**src/rtl/gcd_pkg.sv**
```systemverilog
// Shared definitions for the GCD controller: state encoding, widths, iteration limit
// and the Moore output decode.
package gcd_pkg;

  localparam int unsigned DATA_W     = 4;
  localparam int unsigned ITER_W     = 4;
  localparam int unsigned ITER_LIMIT = 15;

  typedef enum logic [2:0] {
    ST_IDLE  = 3'd0,
    ST_LOAD  = 3'd1,
    ST_TEST  = 3'd2,
    ST_SUBX  = 3'd3,
    ST_SUBY  = 3'd4,
    ST_STORE = 3'd5,
    ST_DONE  = 3'd6,
    ST_ERR   = 3'd7
  } state_e;

  typedef struct packed {
    logic x_sel;
    logic y_sel;
    logic x_ld;
    logic y_ld;
    logic d_ld;
    logic busy;
    logic done;
    logic err;
  } ctrl_t;

  // Control word seen by the datapath while the FSM sits in state s.
  function automatic ctrl_t ctrl_decode(input state_e s);
    ctrl_t c;
    c = '0;
    case (s)
      ST_IDLE:  c = '0;
      ST_LOAD:  begin c.x_ld = 1'b1; c.y_ld = 1'b1; c.busy = 1'b1; end
      ST_TEST:  c.busy = 1'b1;
      ST_SUBX:  begin c.x_sel = 1'b1; c.x_ld = 1'b1; c.busy = 1'b1; end
      ST_SUBY:  begin c.y_sel = 1'b1; c.y_ld = 1'b1; c.busy = 1'b1; end
      ST_STORE: begin c.d_ld = 1'b1; c.busy = 1'b1; end
      ST_DONE:  begin c.done = 1'b1; c.busy = 1'b1; end
      ST_ERR:   begin c.err = 1'b1; c.busy = 1'b1; end
      default:  c = '0;
    endcase
    return c;
  endfunction

endpackage

```
**src/rtl/gcd_iter_counter.sv**
```systemverilog
// Subtract-step counter: cleared on an accepted start, bumped once per subtract state,
// flags when the run has used its full iteration budget.
module gcd_iter_counter
  import gcd_pkg::*;
(
  input  logic              clk,
  input  logic              reset,
  input  logic              i_clear,
  input  logic              i_inc,
  output logic [ITER_W-1:0] o_count,
  output logic              o_at_limit_c
);

  logic [ITER_W-1:0] r_count;

  always_ff @(posedge clk) begin
    if (reset) begin
      r_count <= '0;
    end else if (i_clear) begin
      r_count <= '0;
    end else if (i_inc) begin
      r_count <= r_count + ITER_W'(1);
    end
  end

  assign o_count      = r_count;
  assign o_at_limit_c = (r_count == ITER_W'(ITER_LIMIT));

endmodule

```
**src/rtl/gcd_controller.sv**
```systemverilog
// Moore FSM sequencing a subtract-based 4-bit GCD datapath; control outputs are
// registered copies of the decode of the state being entered.
module gcd_controller
  import gcd_pkg::*;
(
  input  logic              clk,
  input  logic              reset,
  input  logic              start,
  input  logic              x_neq_y,
  input  logic              x_lt_y,
  output logic              x_sel,
  output logic              y_sel,
  output logic              x_ld,
  output logic              y_ld,
  output logic              d_ld,
  output logic              busy,
  output logic              done,
  output logic              err,
  output logic [ITER_W-1:0] iter_cnt
);

  state_e r_state;
  state_e w_state_next;
  ctrl_t  r_ctrl;
  logic   w_cnt_clr;
  logic   w_cnt_inc;
  logic   w_at_limit;

  always_ff @(posedge clk) begin
    if (reset) begin
      r_state <= ST_IDLE;
      r_ctrl  <= '0;
    end else begin
      r_state <= w_state_next;
      r_ctrl  <= ctrl_decode(w_state_next);
    end
  end

  // The limit test sits ahead of the subtract branches so the count never passes 15.
  always_comb begin
    w_state_next = r_state;
    w_cnt_clr    = 1'b0;
    w_cnt_inc    = 1'b0;
    case (r_state)
      ST_IDLE: begin
        if (start) begin
          w_state_next = ST_LOAD;
          w_cnt_clr    = 1'b1;
        end
      end
      ST_LOAD: w_state_next = ST_TEST;
      ST_TEST: begin
        if (!x_neq_y) begin
          w_state_next = ST_STORE;
        end else if (w_at_limit) begin
          w_state_next = ST_ERR;
        end else if (x_lt_y) begin
          w_state_next = ST_SUBY;
        end else begin
          w_state_next = ST_SUBX;
        end
      end
      ST_SUBX: begin
        w_state_next = ST_TEST;
        w_cnt_inc    = 1'b1;
      end
      ST_SUBY: begin
        w_state_next = ST_TEST;
        w_cnt_inc    = 1'b1;
      end
      ST_STORE: w_state_next = ST_DONE;
      ST_DONE:  w_state_next = ST_IDLE;
      ST_ERR:   w_state_next = ST_IDLE;
      default:  w_state_next = ST_IDLE;
    endcase
  end

  gcd_iter_counter u_iter (
    .clk          (clk),
    .reset        (reset),
    .i_clear      (w_cnt_clr),
    .i_inc        (w_cnt_inc),
    .o_count      (iter_cnt),
    .o_at_limit_c (w_at_limit)
  );

  assign x_sel = r_ctrl.x_sel;
  assign y_sel = r_ctrl.y_sel;
  assign x_ld  = r_ctrl.x_ld;
  assign y_ld  = r_ctrl.y_ld;
  assign d_ld  = r_ctrl.d_ld;
  assign busy  = r_ctrl.busy;
  assign done  = r_ctrl.done;
  assign err   = r_ctrl.err;

endmodule

```
**config.mk**
```make
export PLATFORM = sky130hd
export DESIGN_NAME = gcd_controller
export DESIGN_NICKNAME = d
export VERILOG_FILES = /design/src/rtl/gcd_pkg.sv /design/src/rtl/gcd_iter_counter.sv /design/src/rtl/gcd_controller.sv
export SDC_FILE = /design/constraint.sdc
export NUM_CORES = 1
export LEC_CHECK = 0
export ABC_CLOCK_PERIOD_IN_PS = 1500
export CORE_MARGIN = 5
export CORE_UTILIZATION = 35
export DETAILED_ROUTE_END_ITERATION = 8
export GPL_TIMING_DRIVEN = 0
export PLACE_DENSITY_LB_ADDON = 0.2
export SETUP_SLACK_MARGIN = 0.15
export SLEW_MARGIN = 15
export SYNTH_ARGS = -nofsm -noshare
export SYNTH_HDL_FRONTEND = slang
export SYNTH_SLANG_ARGS = --single-unit
```
**constraint.sdc**
```tcl
create_clock -name clk -period 1.5 [get_ports clk]
set_clock_uncertainty 0.15 [all_clocks]
set_input_delay 0.375 -clock clk [delete_from_list [all_inputs] [get_ports clk]]
set_output_delay 0.375 -clock clk [all_outputs]
set_load 0.02 [all_outputs]
```
Word level (Yosys, flattened, before mapping)
Index checks and enable logic that the tools add are counted.

operators by class
  multiplexer cells = 16
  add/sub/neg operators = 1
  equality and inequality tests = 15
  reductions and logical operators = 9

operators by type and width
  cell                                                 number
  equality test 3 bit, second input constant           8
  one-hot mux 3 bit (5 select lines)                   1
  equality test 3 x 2 -> 1 bit, second input constant  4
  2-to-1 mux 3 bit                                     4
  2-to-1 mux 1 bit                                     10
  OR reduction 2 bit                                   5
  OR reduction 7 bit                                   1
  equality test 3 x 1 -> 1 bit, second input constant  2
  zero test 3 bit                                      2
  adder 4 x 1 -> 4 bit, second input constant          1
  equality test 4 bit, second input constant           1
  OR reduction 3 bit                                   1
  one-hot mux 1 bit (2 select lines)                   1

storage, ports and cells
  output and inout bits = 12
  register bits after elaboration = 15
  input bits = 5

Logic depth before layout (Yosys ltp)
Gate-level depths: netlist (run 1).

  depth after elaboration = 7
  depth in mapped cells = 4
  depth with buffers taken out = 4

Hierarchy
Synthesis (run 1) repeated with hierarchy kept, for this count alone.

second synthesis, totals
  cell total of the unflattened synthesis = 57
  area, all modules = 623.1 um^2

by module, submodules not included
  module            cells an instance  times used  area an instance (um^2)  seq. area each (um^2)
  gcd_controller    39                 1           439.2                    220.2
  gcd_iter_counter  18                 1           183.9                    80.1

Worst setup path before layout (run 1)
Ideal clock, no wire load.

  path type = flip-flop to flip-flop
  start point = register u_iter.r_count[0] (netlist: u_iter.o_count[0])
  end point = register r_ctrl (netlist bit x_sel)
  period minus slack after synthesis = 1.502 ns
  setup slack = -0.002 ns
  path buffers = 0
  data arrival time = 1.236 ns
  setup time = 0.116 ns
  cell stages (with the launch flop) = 5
  cells stage by stage = dfxtp_1 -> ha_1 -> nand3_1 -> a31o_2 -> and3b_1

between the ends
  cells in the longest elaborated chain, start to end = 6

ends and longest elaborated chain
  item                                line                    RTL
  from (decl)                         gcd_iter_counter.sv:14  logic [ITER_W-1:0] r_count;
  from (signal assigned)              gcd_iter_counter.sv:22  r_count <= r_count + ITER_W'(1);
  equality test 4 bit                 gcd_iter_counter.sv:27  assign o_at_limit_c = (r_count == ITER_W'(ITER_LIMIT));
  2-to-1 mux 3 bit                    gcd_controller.sv:55    end else if (w_at_limit) begin
  2-to-1 mux 3 bit                    gcd_controller.sv:53    if (!x_neq_y) begin
  one-hot mux 3 bit (5 select lines)  gcd_controller.sv:44    case (r_state)
  equality test 3 x 2 -> 1 bit        gcd_pkg.sv:35           case (s)
  2-to-1 mux 1 bit                    gcd_pkg.sv:35
  to (signal assigned)                gcd_controller.sv:35    r_ctrl <= ctrl_decode(w_state_next);
  to (decl)                           gcd_controller.sv:24    ctrl_t r_ctrl;

Every way passes these cells.
A chain may end at the register's enable or synchronous reset.

Worst setup path after layout (run 1)
  start point = register r_state[2]
  end point = register u_iter.r_count[3] (netlist: u_iter.o_count[3])

between the ends
  cells in the longest elaborated chain, start to end = 3

ends and longest elaborated chain
  item                                                                     line                  RTL
  from (decl)                                                              gcd_controller.sv:22  state_e r_state;
  from (signal assigned)                                                   gcd_controller.sv:34  r_state <= w_state_next;
  equality test 3 bit (tied with other cells)                              gcd_controller.sv:44
  OR reduction 2 bit (no source line) or 2-to-1 mux 1 bit (tied branches)  -
  2-to-1 mux 1 bit or OR reduction 2 bit (tied branches)                   -

Parallel ways exist; a longest one is shown, timed or not.

==> results of run 1 <==
-- kinds of logic (layout without fill, tap and decap cells) --
family / after synthesis / count (layout)
buffers and inverters: 4 / 27
AO/OA/AOI/OAI: 18 / 18
adder cells (fa/ha/maj): 1 / 1
multiplexers: 2 / 2
flip-flops: 15 / 15
AND/OR/NAND/NOR: 24 / 24
-- Yosys cell counts --
cell type / count
a31oi_1: 1
and3b_1: 1
a21bo_1: 1
a21o_1: 1
mux2i_1: 2
nor3_1: 3
o21ai_0: 1
a21oi_2: 1
nand2b_1: 1
clkbuf_1: 2
a211oi_1: 1
or3b_2: 1
or4b_1: 1
o211ai_1: 1
a21boi_1: 1
a31o_2: 1
nand3b_1: 4
and3_1: 2
or3b_1: 3
a221oi_1: 2
ha_1: 1
dfxtp_1: 15
nor2_1: 3
a21oi_1: 6
o2111ai_1: 1
inv_1: 1
buf_2: 1
nand3_1: 5
-- critical path: stages, from the launching register on --
cell	delay [ns]
dfxtp_4	0.38
or3b_1	0.36
buf_6	0.15
a21oi_4	0.12
mux2i_1	0.19
-- layout make-up --
type                            count  area, um2
Fill cell                         166      773.2
Inverter                            1      3.754
Timing Repair Buffer               19      136.4
Clock inverter                      1      5.005
Multi-Input combinational cell     45      386.6
Sequential cell                    15      319.1
Clock buffer                        3      22.52
Buffer                              3      30.03
Tap cell                           25      31.28
-- layer usage --
| metal | vias to the layer above | part of all wire |
|---|---|---|
| li1 | 294 | - |
| met1 | 269 | 0.48 |
| met2 | 12 | 0.46 |
| met3 | 2 | 0.055 |
| met4 | 0 | 0.0071 |
| met5 | - | 0 |
-- path summary, 6_finish.rpt --
kind | to | slack [ns] | cells past startpoint
worst max-delay path | u_iter.o_count[3] | 0.08 | 4
worst min-delay path | u_iter.o_count[3] | 0.38 | 2
worst max register to register | u_iter.o_count[3] | 0.08 | 4
worst min register to register | u_iter.o_count[3] | 0.38 | 2
-- sequential cells by signal (all words and copies together), names as in the netlist --
register,cells
y_ld,1
busy,1
y_sel,1
u_iter.o_count,4
x_ld,1
d_ld,1
r_state,3
err,1
done,1
x_sel,1
-- per-stage QoR --
stage	worst slack [ns]	power, mW	cells	area, um2	hold slack, ns
floorplan	0.1270	0.5060	64	680.7	0.3031
global placement	-0.3961	0.5535	105	872.1	0.3556
detailed placement	-0.4043	0.5543	105	872.1	0.3620
CTS	0.07272	0.7836	112	904.6	0.3810
global route	0.01628	0.8227	112	934.6	0.4058
finish	0.08069	0.7840	112	934.6	0.3811
-- what timing repair did --
item,in CTS,in global routing
setup endpoints to repair,20,13
gates resized for setup,65,9
pin swaps,2,1
buffers inserted,3,0
-- power groups by stage --
stage               clock [mW]  sequential [mW]  combinational, mW
floorplan                    0            0.445             0.0608
global placement             0            0.433              0.120
detailed placement           0            0.434              0.120
CTS                      0.238            0.425              0.121
global route             0.254            0.428              0.141
finish                   0.231            0.424              0.129
==> impl_metrics.yaml, run 1 <==
grt:
  grt.total_usage: 0.1177
  grtUsageMet1: 0.1434
  grt_pass1_vias: 553
  grt_overflow: 0
  use_met3: 0.02849
  grt_max_degree: 11
  grt-busiest-layer: "met2"
  grt_pass1_wl_um: 2387
  use_met2: 0.1880
  grt_antenna_before_repair: 0
die:
  dieArea_um2: 2742
  rows: 15
  core_um2: 1708
  chipHeight_um: 52.36
  ios: 17
  initial_core_util: 0.3678
  die_width_um: 52.36
logic_synthesis:
  synth_mux_area_frac: 0.03187
  synthXorXnorAreaFrac: 0
  yosys.area.top_type: "dfxtp_1"
  synth_top_family_by_area: "simple AND/OR/NAND/NOR gates"
  yosys.area_share.adder: 0.01992
  netlist_top_cells_area: "dfxtp_1 (48%), a21oi_1 (4.8%), nand3b_1 (4.8%)"
  synth_compound_area_frac: 0.1992
  ys_seq_area_frac: 0.4781
  syn_nets: 70
  synth_cell_types: 28
  synth_cells: 64
  ys_ff_latch: 15
  syn-cell-area_um2: 628.1
  netlist.area_leader.share: 0.4781
  syn_area_per_cell_um2: 9.814
  yosysWarnings: 0
  synth_simple_gate_area_frac: 0.2450
power:
  sw_frac_of_total: 0.2746
  vdd_drop_max_v: 0.0005454
  leakagePower_nw: 0.3699
  p_int_mw: 0.5687
  p_comb_frac: 0.164
  p_switching_mw: 0.2153
  power.share.clock: 0.295
  p_seq_frac: 0.541
  p_per_area_nw_per_um2: 838.8
clocking:
  cts-hold-fix-buffers: 0
  clock_tree.buffer_depth: 2
  htreeDepth: 1
  cts_made_buffers: 3
  clock-sinks: 15
  clk_pin_slew_ns: 0.09
  cts_tree: "built"
  cts_root_buf: "clkbuf_4"
  clk_latency_ns: 0.28
cells_and_area:
  syn2layout_area_growth_pct: 48.80
  final_cell_mix: "dfxtp_1 (8), buf_2 (8), a21oi_1 (5), buf_4 (5)"
  antenna_cells: 0
  layout.nets: 94
  drive_gt1_frac: 0.4828
  fin_util: 0.5473
route:
  ant_nets: 0
  drt_drc_violations_left: 0
  first_iter_violations: 6
  avgViaCountPerCell: 5.152
  drt_pre_antenna_iters: 4
  wire_per_inst_um: 12.63
  vias: 577
  drt-total-wl_um: 1414
worst_hold_path:
  min_from: "u_iter.o_count[3]"
  hp-class: "reg2reg"
critical_path:
  startpoint: "r_state[2]"
  required_ns: 1.56
  crit_fanout: 6
  start_kind: "flop"
  critPathArrivalTime_ns: 1.48
  end_kind: "flop"
  r2r-start: "r_state[2]"
  path_class: "reg2reg"
sta:
  worst_pin_slew_ns: 0.3186
  slew_viol_final: 0
  setup_viol: 0
  rsz0062_at_grt: "true"
  finalHoldViolCount: 0
  setup_tns_ns: 0
  finalCritPeriodShare: 0.9462
  fin_crit_ns: 1.419
  fmax_ghz: 0.7046
  relSlewSlack: 0.7870
flow_run:
  maxCapViolCount: 0
run_status:
  status: "complete, no violations"
placement:
  portBuffers: 16
  place.gp.congestion: 0.7644
  dp_hpwl_um: 973.4
Note: power is estimated with default switching activity, not from simulation.
==> inputs of run 2 (changes only) <==
- SETUP_SLACK_MARGIN: 0.15 -> 0.4
==> run 2 against run 1 <==
  * Sequential power hardly changed
  * Global-route usage is 1.2 points higher
  * Cell count up 1.8%
  * Via count up 2.3%
  * Cell area up 10%
  * Count of clock-buffer cells in the layout did not move
  * Critical path type unchanged
  * Die area is the same
  * Utilization grew 5.7 points
  * Highest routed layer unchanged
==> impl_metrics.yaml, run 2 (synthesized netlist as in run 1, its figures left out) <==
cells_and_area:
  largest_register_ffs: 4
  drive_gt1_frac: 0.5955
  final_common_cell: "buf_6"
  layout.nets: 96
  fin_util: 0.6044
  syn2layout_area_growth_pct: 64.34
  final_cell_mix: "buf_6 (12), dfxtp_2 (11), buf_4 (6)"
  antenna_cells: 0
critical_path:
  r2r_end: "x_sel"
  critPathSlowestCell: "or3b_4"
  end_kind: "flop"
  required_ns: 1.54
  max_stage_delay_ns: 0.44
  reg2reg_slack_ns: 0.07
  start_kind: "flop"
  reg2regPathDepth: 3
  startpoint: "r_state[0]"
  worstPathCellList: "or3b_4, a31o_4, and3b_1"
  crit_fanout: 7
  r2r-start: "r_state[0]"
  path_class: "reg2reg"
  critPathArrivalTime_ns: 1.46
power:
  sw_frac_of_total: 0.2723
  vdd_drop_max_v: 0.0006290
  power.share.clock: 0.290
  p_comb_frac: 0.178
  p_switching_mw: 0.2186
  p_per_area_nw_per_um2: 777.4
  p_int_mw: 0.5839
  p_seq_frac: 0.533
  leakagePower_nw: 0.3888
clocking:
  cts_root_buf: "clkbuf_4"
  clk_pin_slew_ns: 0.09
  cts-hold-fix-buffers: 0
  clk_latency_ns: 0.28
  clock-sinks: 15
  cts_made_buffers: 3
  cts_tree: "built"
  htreeDepth: 1
  clock_tree.buffer_depth: 2
die:
  dieArea_um2: 2742
  die_width_um: 52.36
  core_um2: 1708
  initial_core_util: 0.3678
  chipHeight_um: 52.36
  rows: 15
  ios: 17
sta:
  setup_viol: 0
  relSlewSlack: 0.7527
  setup_tns_ns: 0
  worst_pin_slew_ns: 0.3682
  finalHoldViolCount: 0
  slew_viol_final: 0
  rsz0062_at_grt: "true"
  whs_ns: 0.3901
  fin_crit_ns: 1.429
  fmax_ghz: 0.6997
  finalCritPeriodShare: 0.9528
route:
  drt-total-wl_um: 1476
  ant_nets: 0
  first_iter_violations: 10
  avgViaCountPerCell: 5.175
  vias: 590
  wire_per_inst_um: 12.95
  drt_pre_antenna_iters: 4
  drt_drc_violations_left: 0
flow_run:
  maxCapViolCount: 0
placement:
  portBuffers: 16
  place.gp.congestion: 0.8223
  dp_hpwl_um: 1052
run_status:
  status: "complete, no violations"
grt:
  grt_overflow: 0
  grt_pass1_vias: 570
  grt_max_degree: 11
  grt_antenna_before_repair: 0
  grt_pass1_wl_um: 2573
  grt.total_usage: 0.1294
worst_hold_path:
  min_path_cells: 3
  min_from: "reset"
  hp-class: "in2reg"
  hold_end: "u_iter.o_count[2]"
[run 2: cell types whose count changed in the layout (fill, tap and decap cells not counted), sizes merged]
cell / delta
buf: +2
[run 2: area by class of cell]
class,count,area [um2]
clock buffers,3,22.52
flip-flops and latches,15,329.1
inverters,1,3.754
repair buffers,21,205.2
multi-input cells,45,396.6
plain buffers,3,38.79
clock inverters,1,5.005
well taps,25,31.28
fillers,141,675.6
[run 2: per-layer routing]
metal  GRT usage  part of all wire  up-vias
li1            -                 -      294
met1      0.1601              0.45      278
met2      0.1942              0.47       13
met3     0.03989             0.052        5
met4     0.07660             0.026        0
met5           0                 0        -
[run 2: how the worst max path moves through the flow]
| stage | cells after the start | endpoint | slack (ns) |
|---|---|---|---|
| global placement | 4 | u_iter.o_count[3] | -0.39 |
| detailed placement | 4 | u_iter.o_count[3] | -0.40 |
| CTS | 4 | u_iter.o_count[3] | 0.07 |
| floorplan | 3 | x_sel | 0.13 |
| finish | 3 | x_sel | 0.07 |
| global route | 4 | u_iter.o_count[3] | 0.01 |
[run 2: worst max-delay path: cells and delay by family (launching register included)]
kind	cells	cell delay (ns)
DFF	1	0.36
AOI/OAI and AO/OA	1	0.23
and+or+nand+nor	2	0.59
[run 2: timing repair]
| item | CTS | global route |
|---|---|---|
| pin swaps | 3 | 0 |
| buffers inserted | 4 | 1 |
| gates cloned | 0 | 0 |
| resized for setup | 90 | 6 |
| endpoints found under the setup margin | 27 | 27 |
[run 2: stage by stage]
stage	std cells	total power [mW]	setup slack, ns	cell area (um2)
2_1_floorplan	64	0.5097	0.1270	704.4
3_3_place_gp	105	0.5568	-0.3934	895.9
3_5_place_dp	105	0.5597	-0.4036	895.9
4_1_cts	113	0.8087	0.07065	1005
5_1_grt	114	0.8447	0.01358	1032
6_report	114	0.8025	0.07080	1032
[run 2: power by group through the flow]
| stage | sequential, mW | combinational, mW | clock (mW) |
|---|---|---|---|
| 3_3_place_gp | 0.433 | 0.123 | 0 |
| 2_1_floorplan | 0.445 | 0.0646 | 0 |
| 6_report | 0.427 | 0.142 | 0.233 |
| 3_5_place_dp | 0.434 | 0.126 | 0 |
| 4_1_cts | 0.428 | 0.141 | 0.240 |
| 5_1_grt | 0.431 | 0.155 | 0.259 |
